`config.mk`:
```
export PLATFORM = sky130hd
export DESIGN_NAME = systolic_mult_ctrl
export DESIGN_NICKNAME = d
export VERILOG_FILES = /design/src/rtl/systolic_mult_ctrl.sv
export SDC_FILE = /design/constraint.sdc
export NUM_CORES = 1
export LEC_CHECK = 0
export ABC_AREA = 1
export CAP_MARGIN = 20
export CORE_UTILIZATION = 60
export DETAILED_ROUTE_END_ITERATION = 8
export DONT_BUFFER_PORTS = 1
export GPL_TIMING_DRIVEN = 1
export PLACE_DENSITY_LB_ADDON = 0.08
export SYNTH_ARGS = -nofsm -noshare
export SYNTH_HDL_FRONTEND = slang
export SYNTH_SLANG_ARGS = --single-unit
```
`constraint.sdc`:
```
create_clock -name i_CLK -period 1.7 [get_ports i_CLK]
set_clock_uncertainty 0.05 [all_clocks]
set_input_delay 0.51 -clock i_CLK [delete_from_list [all_inputs] [get_ports i_CLK]]
set_output_delay 0.51 -clock i_CLK [all_outputs]
set_load 0.05 [all_outputs]
```
`src/rtl/systolic_mult_ctrl.sv`:
```
// systolic_mult_ctrl: sequencing controller for a W-cell bit-serial systolic
// multiplier array. It latches an operand pair, clears the array, then streams
// the multiplier LSB-first with zero padding. It also deserialises the 2W-bit
// product that cell 0 returns.
// Optional feature macro: SYSTOLIC_MULT_CTRL_ZERO_SKIP_EN. When it is defined,
// a zero operand short-circuits straight to DONE with a zero product.
module systolic_mult_ctrl #(
    parameter int unsigned W         = 8,
    parameter int unsigned ARRAY_LAT = 1
) (
    input  logic             i_CLK,
    input  logic             i_RST_N,
    input  logic             i_VALID,
    output logic             o_READY,
    input  logic [W-1:0]     i_MULTIPLICAND,
    input  logic [W-1:0]     i_MULTIPLIER,
    output logic             o_VALID,
    input  logic             i_READY,
    output logic [2*W-1:0]   o_PRODUCT,
    output logic [W-1:0]     o_ARRAY_WEIGHT,
    output logic             o_ARRAY_IN,
    output logic             o_ARRAY_CLR,
    input  logic             i_ARRAY_OUT
);

    localparam int unsigned RUN_LEN = 2 * W + ARRAY_LAT;
    localparam int unsigned KW      = $clog2(RUN_LEN);

    typedef enum logic [1:0] {
        IDLE  = 2'd0,
        CLEAR = 2'd1,
        RUN   = 2'd2,
        DONE  = 2'd3
    } state_t;

    state_t          state;
    logic [W-1:0]    weight;
    logic [W-1:0]    feed;
    logic [2*W-1:0]  product;
    logic [KW-1:0]   k;
    logic            array_in;
    logic            array_clr;
    logic            valid;
    logic            zero_op;
    logic            capture;

`ifdef SYSTOLIC_MULT_CTRL_ZERO_SKIP_EN
    assign zero_op = (i_MULTIPLICAND == '0) || (i_MULTIPLIER == '0);
`else
    assign zero_op = 1'b0;
`endif

    // Product bits only start arriving once the array latency has elapsed.
    if (ARRAY_LAT == 0) begin : g_cap_all
        assign capture = 1'b1;
    end else begin : g_cap_lat
        assign capture = (k >= KW'(ARRAY_LAT));
    end

    assign o_READY        = (state == IDLE);
    assign o_VALID        = valid;
    assign o_PRODUCT      = product;
    assign o_ARRAY_WEIGHT = weight;
    assign o_ARRAY_IN     = array_in;
    assign o_ARRAY_CLR    = array_clr;

    // Control FSM with registered array-side and result-side outputs.
    // o_ARRAY_IN is loaded one edge ahead, so RUN cycle k presents B[k].
    always_ff @(posedge i_CLK or negedge i_RST_N) begin
        if (!i_RST_N) begin
            state     <= IDLE;
            weight    <= '0;
            feed      <= '0;
            product   <= '0;
            k         <= '0;
            array_in  <= 1'b0;
            array_clr <= 1'b0;
            valid     <= 1'b0;
        end else begin
            case (state)
                IDLE: begin
                    if (i_VALID) begin
                        weight  <= i_MULTIPLICAND;
                        feed    <= i_MULTIPLIER;
                        product <= '0;
                        if (zero_op) begin
                            state <= DONE;
                            valid <= 1'b1;
                        end else begin
                            state     <= CLEAR;
                            array_clr <= 1'b1;
                        end
                    end
                end
                CLEAR: begin
                    array_clr <= 1'b0;
                    k         <= '0;
                    array_in  <= feed[0];
                    feed      <= feed >> 1;
                    state     <= RUN;
                end
                RUN: begin
                    if (capture) begin
                        product <= {i_ARRAY_OUT, product[2*W-1:1]};
                    end
                    if (k == KW'(RUN_LEN - 1)) begin
                        state    <= DONE;
                        valid    <= 1'b1;
                        array_in <= 1'b0;
                    end else begin
                        k        <= k + KW'(1);
                        array_in <= feed[0];
                        feed     <= feed >> 1;
                    end
                end
                DONE: begin
                    if (i_READY) begin
                        valid <= 1'b0;
                        state <= IDLE;
                    end
                end
                default: state <= IDLE;
            endcase
        end
    end

endmodule

```
Word-level counts from Yosys, hierarchy flattened
Cells that the tools add are included.

word-level totals
  word-level logic and storage cells = 51
  bits of input ports = 21
  flip-flop bits (word level) = 42
  output and inout bits = 28

cells by class
  add/subtract/negate cells = 1
  equal/unequal tests = 9
  reduce and logical (&&, ||, !) cells = 13
  mux-type cells = 19
  order comparisons = 1

operators by type and width
  operator             count
  $mux 16              2
  $pmux 16 s2          1
  $pmux 8 s3           1
  $mux 8               2
  $reduce_and 3->1     4
  $ne 2x2->1 const B   5
  $pmux 5 s2           1
  $pmux 2 s4           1
  $reduce_bool 2->1    4
  $mux 2               3
  $pmux 1 s2           3
  $reduce_and 2->1     3
  $add 5x1->5 const B  1
  $eq 5x5->1 const B   1
  $ge 5x1->1 const B   1
  $mux 5               1
  $eq 2x2->1 const B   2
  $mux 1               4
  $reduce_bool 3->1    1
  $eq 2x1->1 const B   1
  $logic_not 2->1      1

Logic depth before layout (Yosys ltp)
  depth in word-level cells = 3
  gate-level depth with buffers = 10
  depth with buffers taken out = 9

Worst setup path before layout
Ideal clock, no wire load.

  path type = register to register
  from = reg state[0]
  to = reg product[10], in the netlist o_PRODUCT[10]
  stages on the path, launching flop included = 9
  slack = -190 ps
  arrival time = 1,720 ps
  required time = 1,531 ps
  period minus slack after synthesis = 1,890 ps
  library setup time = 119 ps
  buffers on the path = 1
  cells stage by stage = dfrtp_1 > inv_1 > ha_1 > inv_2 > a21oi_4 > nand2_4 > buf_6 > nand2_1 > nand2_1

between the ends
  word-level cells in the longest chain between the ends = 3
  elaborated cells on any way between the ends = 7
  those cells by class = 3 x eq/ne; 1 x mux; 3 x reduce/logical

RTL lines
  what                                                              RTL line  source
  start: declaration                                                36        state_t state;
  start signal: assignment                                          71        state <= IDLE;
  start signal: assignment                                          87        state <= DONE;
  start signal: assignment                                          90        state <= CLEAR;
  $logic_not 2->1 *                                                 --
  named net o_READY                                                 14        output logic o_READY,
  $ne 2x2->1 (no line) / $reduce_bool 2->1 (equally long branches)  --
  $reduce_and 3->1 (no line)                                        --
  end signal: assignment                                            104       product <= {i_ARRAY_OUT, product[2*W-1:1]};
  end: declaration                                                  39        logic [2*W-1:0] product;

The timed path passes the listed nets; every way through them passes the cells marked *.
A chain may end at the register's enable or synchronous reset.

Worst setup path in the final report
  from = reg state[1]
  to = out o_READY

between the ends
  word-level cells in the longest chain between the ends = 1

RTL lines
  what              RTL line  source
  $logic_not 2->1   60        assign o_READY = (state == IDLE);
  end: declaration  14

No other way between the ends.

==> impl_results.md <==
- Run status: finished with violations
- Violated checks: setup timing
- H-tree depth: 2
- Sequential share of the synthesized area: 0.493
- Overall Global Routing Usage: 0.237
- Post-DRT Antenna Nets: 0
- Hold path cells: 2
- Leading register cell type out of synthesis: sky130_fd_sc_hd__dfrtp_1
- Largest cells by area after synthesis: sky130_fd_sc_hd__dfrtp_1 (49%), sky130_fd_sc_hd__nand2_1 (18%), sky130_fd_sc_hd__nand3b_1 (5.6%)
- Critical setup path kind: reg -> out
- Floorplan die width: roughly 60 microns
- Pin count of the biggest net entering global routing: 43
- Static leakage power: 1.26 nW
- Worst Reg2Reg Path Length in Cells: 9
- Placement-stage cell area: roughly 0.0022 sq mm
- Wire length of the first global-routing pass: around 6400 microns
- Post-layout net count: roughly 300
- Gate Count Post-Synth: 253
- Most area-hungry cell type in the Yosys netlist: sky130_fd_sc_hd__dfrtp_1
- Unique masters post-synth: 26
- Post-Place Setup Slack: 91.6 ps
- Area growth syn-to-layout: 17.6%
- Min Tclk post-route: ~1700 ps
- Number of max-capacitance violations reported: 0
- Clock tree from TritonCTS: done
- Critical path startpoint: state[1]$_DFFE_PN0P_
- Share of flip-flops with an asynchronous set or reset after synthesis: 1.00
- Flip-flop and latch count after synthesis: between 40 and 50
- Row Count: 21
- Startpoint of the lowest-slack hold path: i_MULTIPLICAND[2]
- Die boundary height: ~60 microns
- Starting density of the core: 0.634
- Proportion of synthesized area in mux cells: 0
- Combined area of all synthesized cells: ~0.0021 sq mm
- Mean number of vias per cell: 5.20
- Data arrival time of the critical path: 1180 ps
- Reg-to-reg setup timing slack: -10 ps
- Maximum clock frequency: 573 MHz
- Length of the first detailed-routing pass in iterations: 4
- Avg Synthesized Cell Area: about 8.4 sq um
- RSZ-0062 raised after global routing: true
- Clk_lat worst skew: about 350 ps
- Critical path launch point type: flop
- Critical Path Fanout Max: 3
- Non-Filler Cell Area, Final: 0.00251 sq mm
- Number of antenna violations at the first check in global routing: 0
- Final Hold Viols: 0
- Antenna diode count: 0
- Number of flops mapped to enable cells by yosys: 0
- Total vias in the final route: between 1500 and 2000
- Number of warning messages in the yosys log: 0
- Fin. max-slew vios: 0
- Buffers from clock root to sink, at most: 2
- Placeable Area: approximately 0.0034 sq mm
- DRC Markers: 0
- Syn_nets: about 280
- Compound-cell area share of the yosys netlist: 0.0610
- I/O pin count: 49
- Total Negative Setup Slacks: -49.5 ps
- Clock Pin Slew Worst Setup and Hold Paths: about 120 ps
- Sink count of the clock tree: between 40 and 50
- Share of the synthesized netlist area taken by xor and xnor gates: 0.00411
- Post-synthesis adder-cell area fraction: 0.0528
- Wirelength, routed: about 4400 microns
- Global route total overflow: 0
- Simple-gate share of the synthesized area: 0.324
- Final weighted congestion of routability-driven global placement: 0.775
- Required time of the critical path: 1140 ps
- Final worst-path setup slack: -44.5 ps
- WL/cell: 13.8 microns
- Ratio of total power to cell area: ~2000 mW/mm^2
- Worst Hold Class: in -> reg
- Final period util: 1.03
- Estimated wirelength of the detail-placed design: ~2800 microns
- Final design utilization: 0.746
- Ratio of cells with drive above 1 in the final layout: 0.212
- Crit. End Element: output pin
- Die outline area: approximately 0.0038 sq mm
- Worst flop-to-flop path endpoint: o_PRODUCT[13]$_DFFE_PN0P_
- Drt first-iter violations: 185
- Root buf cell: sky130_fd_sc_hd__clkbuf_4
- Total clock buffers created by CTS: 5
- Beginning of the worst register-to-register path: state[0]$_DFFE_PN0P_
- Worst slew slack as a fraction of its limit: 0.636
- Dominant combinational cell family by area after synthesis: simple AND/OR/NAND/NOR gates
- Fraction of post-synthesis cell area in the top cell type by area: 0.493
- Hold Crit Endpoint: o_ARRAY_WEIGHT[2]$_DFFE_PN0P_
- Number of input and output port buffers inserted: 0
- VDD IR-drop max: approximately 1.2 mV
- Via count of the first global-routing pass: ~1500
- Transition time of the tightest slew-check pin: approximately 550 ps
- # setup viols final: 2
## cell usage after synthesis (2+ instances only)
cell type and instances:
sky130_fd_sc_hd__nor2_1 2, sky130_fd_sc_hd__clkbuf_1 2, sky130_fd_sc_hd__nand2_1 104, sky130_fd_sc_hd__dfrtp_1 42, sky130_fd_sc_hd__nand3b_1 16, sky130_fd_sc_hd__nand4_1 4, sky130_fd_sc_hd__ha_1 9, sky130_fd_sc_hd__buf_4 3
sky130_fd_sc_hd__nor2_2 3, sky130_fd_sc_hd__nand3_1 8, sky130_fd_sc_hd__o21ai_0 17, sky130_fd_sc_hd__or2_2 8, sky130_fd_sc_hd__inv_1 15, sky130_fd_sc_hd__nand2_2 2, sky130_fd_sc_hd__inv_2 3, sky130_fd_sc_hd__buf_6 3
sky130_fd_sc_hd__o21ai_1 3
## per-stage QoR
stage,instances,power (mW),hold WS [ps]
global placement,298,3.83,165
global route,319,5.40,204
CTS,310,4.60,211
detailed placement,298,3.87,166
floorplan,253,3.46,164
finish,319,5.05,223
## what timing repair did
action                                 CTS  global route
setup buffers                            2             6
gates resized for setup                  4            19
setup endpoints to repair                1            25
gates cloned                             0             3
endpoints found under the hold margin   42             0
hold buffers                             2             0
pin swaps                                0             9
## sequential cells by signal (all words and copies together), names as in the netlist
register and count:
state 2, o_ARRAY_CLR 1, feed 8, o_ARRAY_WEIGHT 8, o_PRODUCT 16, k 5
o_ARRAY_IN 1, o_VALID 1
## worst max-delay path: stages (launching register included)
cell,delay [ps]
sky130_fd_sc_hd__dfrtp_1,420
sky130_fd_sc_hd__inv_1,130
sky130_fd_sc_hd__ha_4,150
sky130_fd_sc_hd__buf_8,140
## metal layers
layer	up-vias	global-route usage	wire length, microns
met3	7	0.0987	280
met5	-	0	0
met1	761	0.296	2050
met2	50	0.375	2020
li1	840	-	-
met4	0	0.0730	55
## how the worst max path moves through the flow
stage / slack (ps) / endpoint
floorplan: 90 / o_PRODUCT[10]$_DFFE_PN0P_
global placement: 120 / feed[2]$_DFFE_PN0P_
detailed placement: 90 / feed[1]$_DFFE_PN0P_
CTS: -50 / o_READY
global route: -120 / o_READY
finish: -40 / o_READY
## layout by cell type (no fill, tap or decap)
cell type                       instances
sky130_fd_sc_hd__nand2_1               96
sky130_fd_sc_hd__dfrtp_1               42
sky130_fd_sc_hd__nand3b_1              16
sky130_fd_sc_hd__o21ai_0               16
sky130_fd_sc_hd__inv_1                 14
sky130_fd_sc_hd__buf_4                 12
sky130_fd_sc_hd__nand3_1                8
sky130_fd_sc_hd__or2_2                  8
sky130_fd_sc_hd__nand2_2                8
sky130_fd_sc_hd__ha_1                   7
sky130_fd_sc_hd__clkbuf_4               5
sky130_fd_sc_hd__nand2_4                4
sky130_fd_sc_hd__nand4_1                4
sky130_fd_sc_hd__o21ai_1                4
sky130_fd_sc_hd__inv_2                  3
sky130_fd_sc_hd__nor2_2                 3
sky130_fd_sc_hd__ha_4                   2
sky130_fd_sc_hd__clkbuf_16              2
sky130_fd_sc_hd__buf_12                 2
sky130_fd_sc_hd__buf_8                  2
sky130_fd_sc_hd__clkinv_1               1
sky130_fd_sc_hd__inv_4                  1
sky130_fd_sc_hd__nor2_4                 1
sky130_fd_sc_hd__o22ai_1                1
sky130_fd_sc_hd__nor2_1                 1
sky130_fd_sc_hd__nand3_2                1
sky130_fd_sc_hd__o21bai_1               1
sky130_fd_sc_hd__nor3_1                 1
sky130_fd_sc_hd__a21oi_4                1
sky130_fd_sc_hd__xor2_1                 1
sky130_fd_sc_hd__bufinv_16              1
sky130_fd_sc_hd__clkinvlp_4             1
sky130_fd_sc_hd__clkbuf_1               1
sky130_fd_sc_hd__dlygate4sd3_1          1
sky130_fd_sc_hd__buf_6                  1
## where the power goes
part / switching (mW) / internal (mW)
Clock: 0.314 / 0.310
Combinational: 1.38 / 1.03
Sequential: 0.723 / 1.29
## kinds of logic after synthesis
kind of cell,count (synthesis)
compound gates,23
fa+ha+maj,9
xor+xnor,1
simple gates,150
flops,42
buf+inv,28
## cell type report
type	count	area (sq um)
clock buffers	6	41.3
clock inverters	2	37.5
fillers	268	855
inverters	19	73.8
multi-input cells	184	1020
flip-flops and latches	42	1050
well taps	46	57.6
repair buffers	20	231
Note: power is estimated with default switching activity, not from simulation.
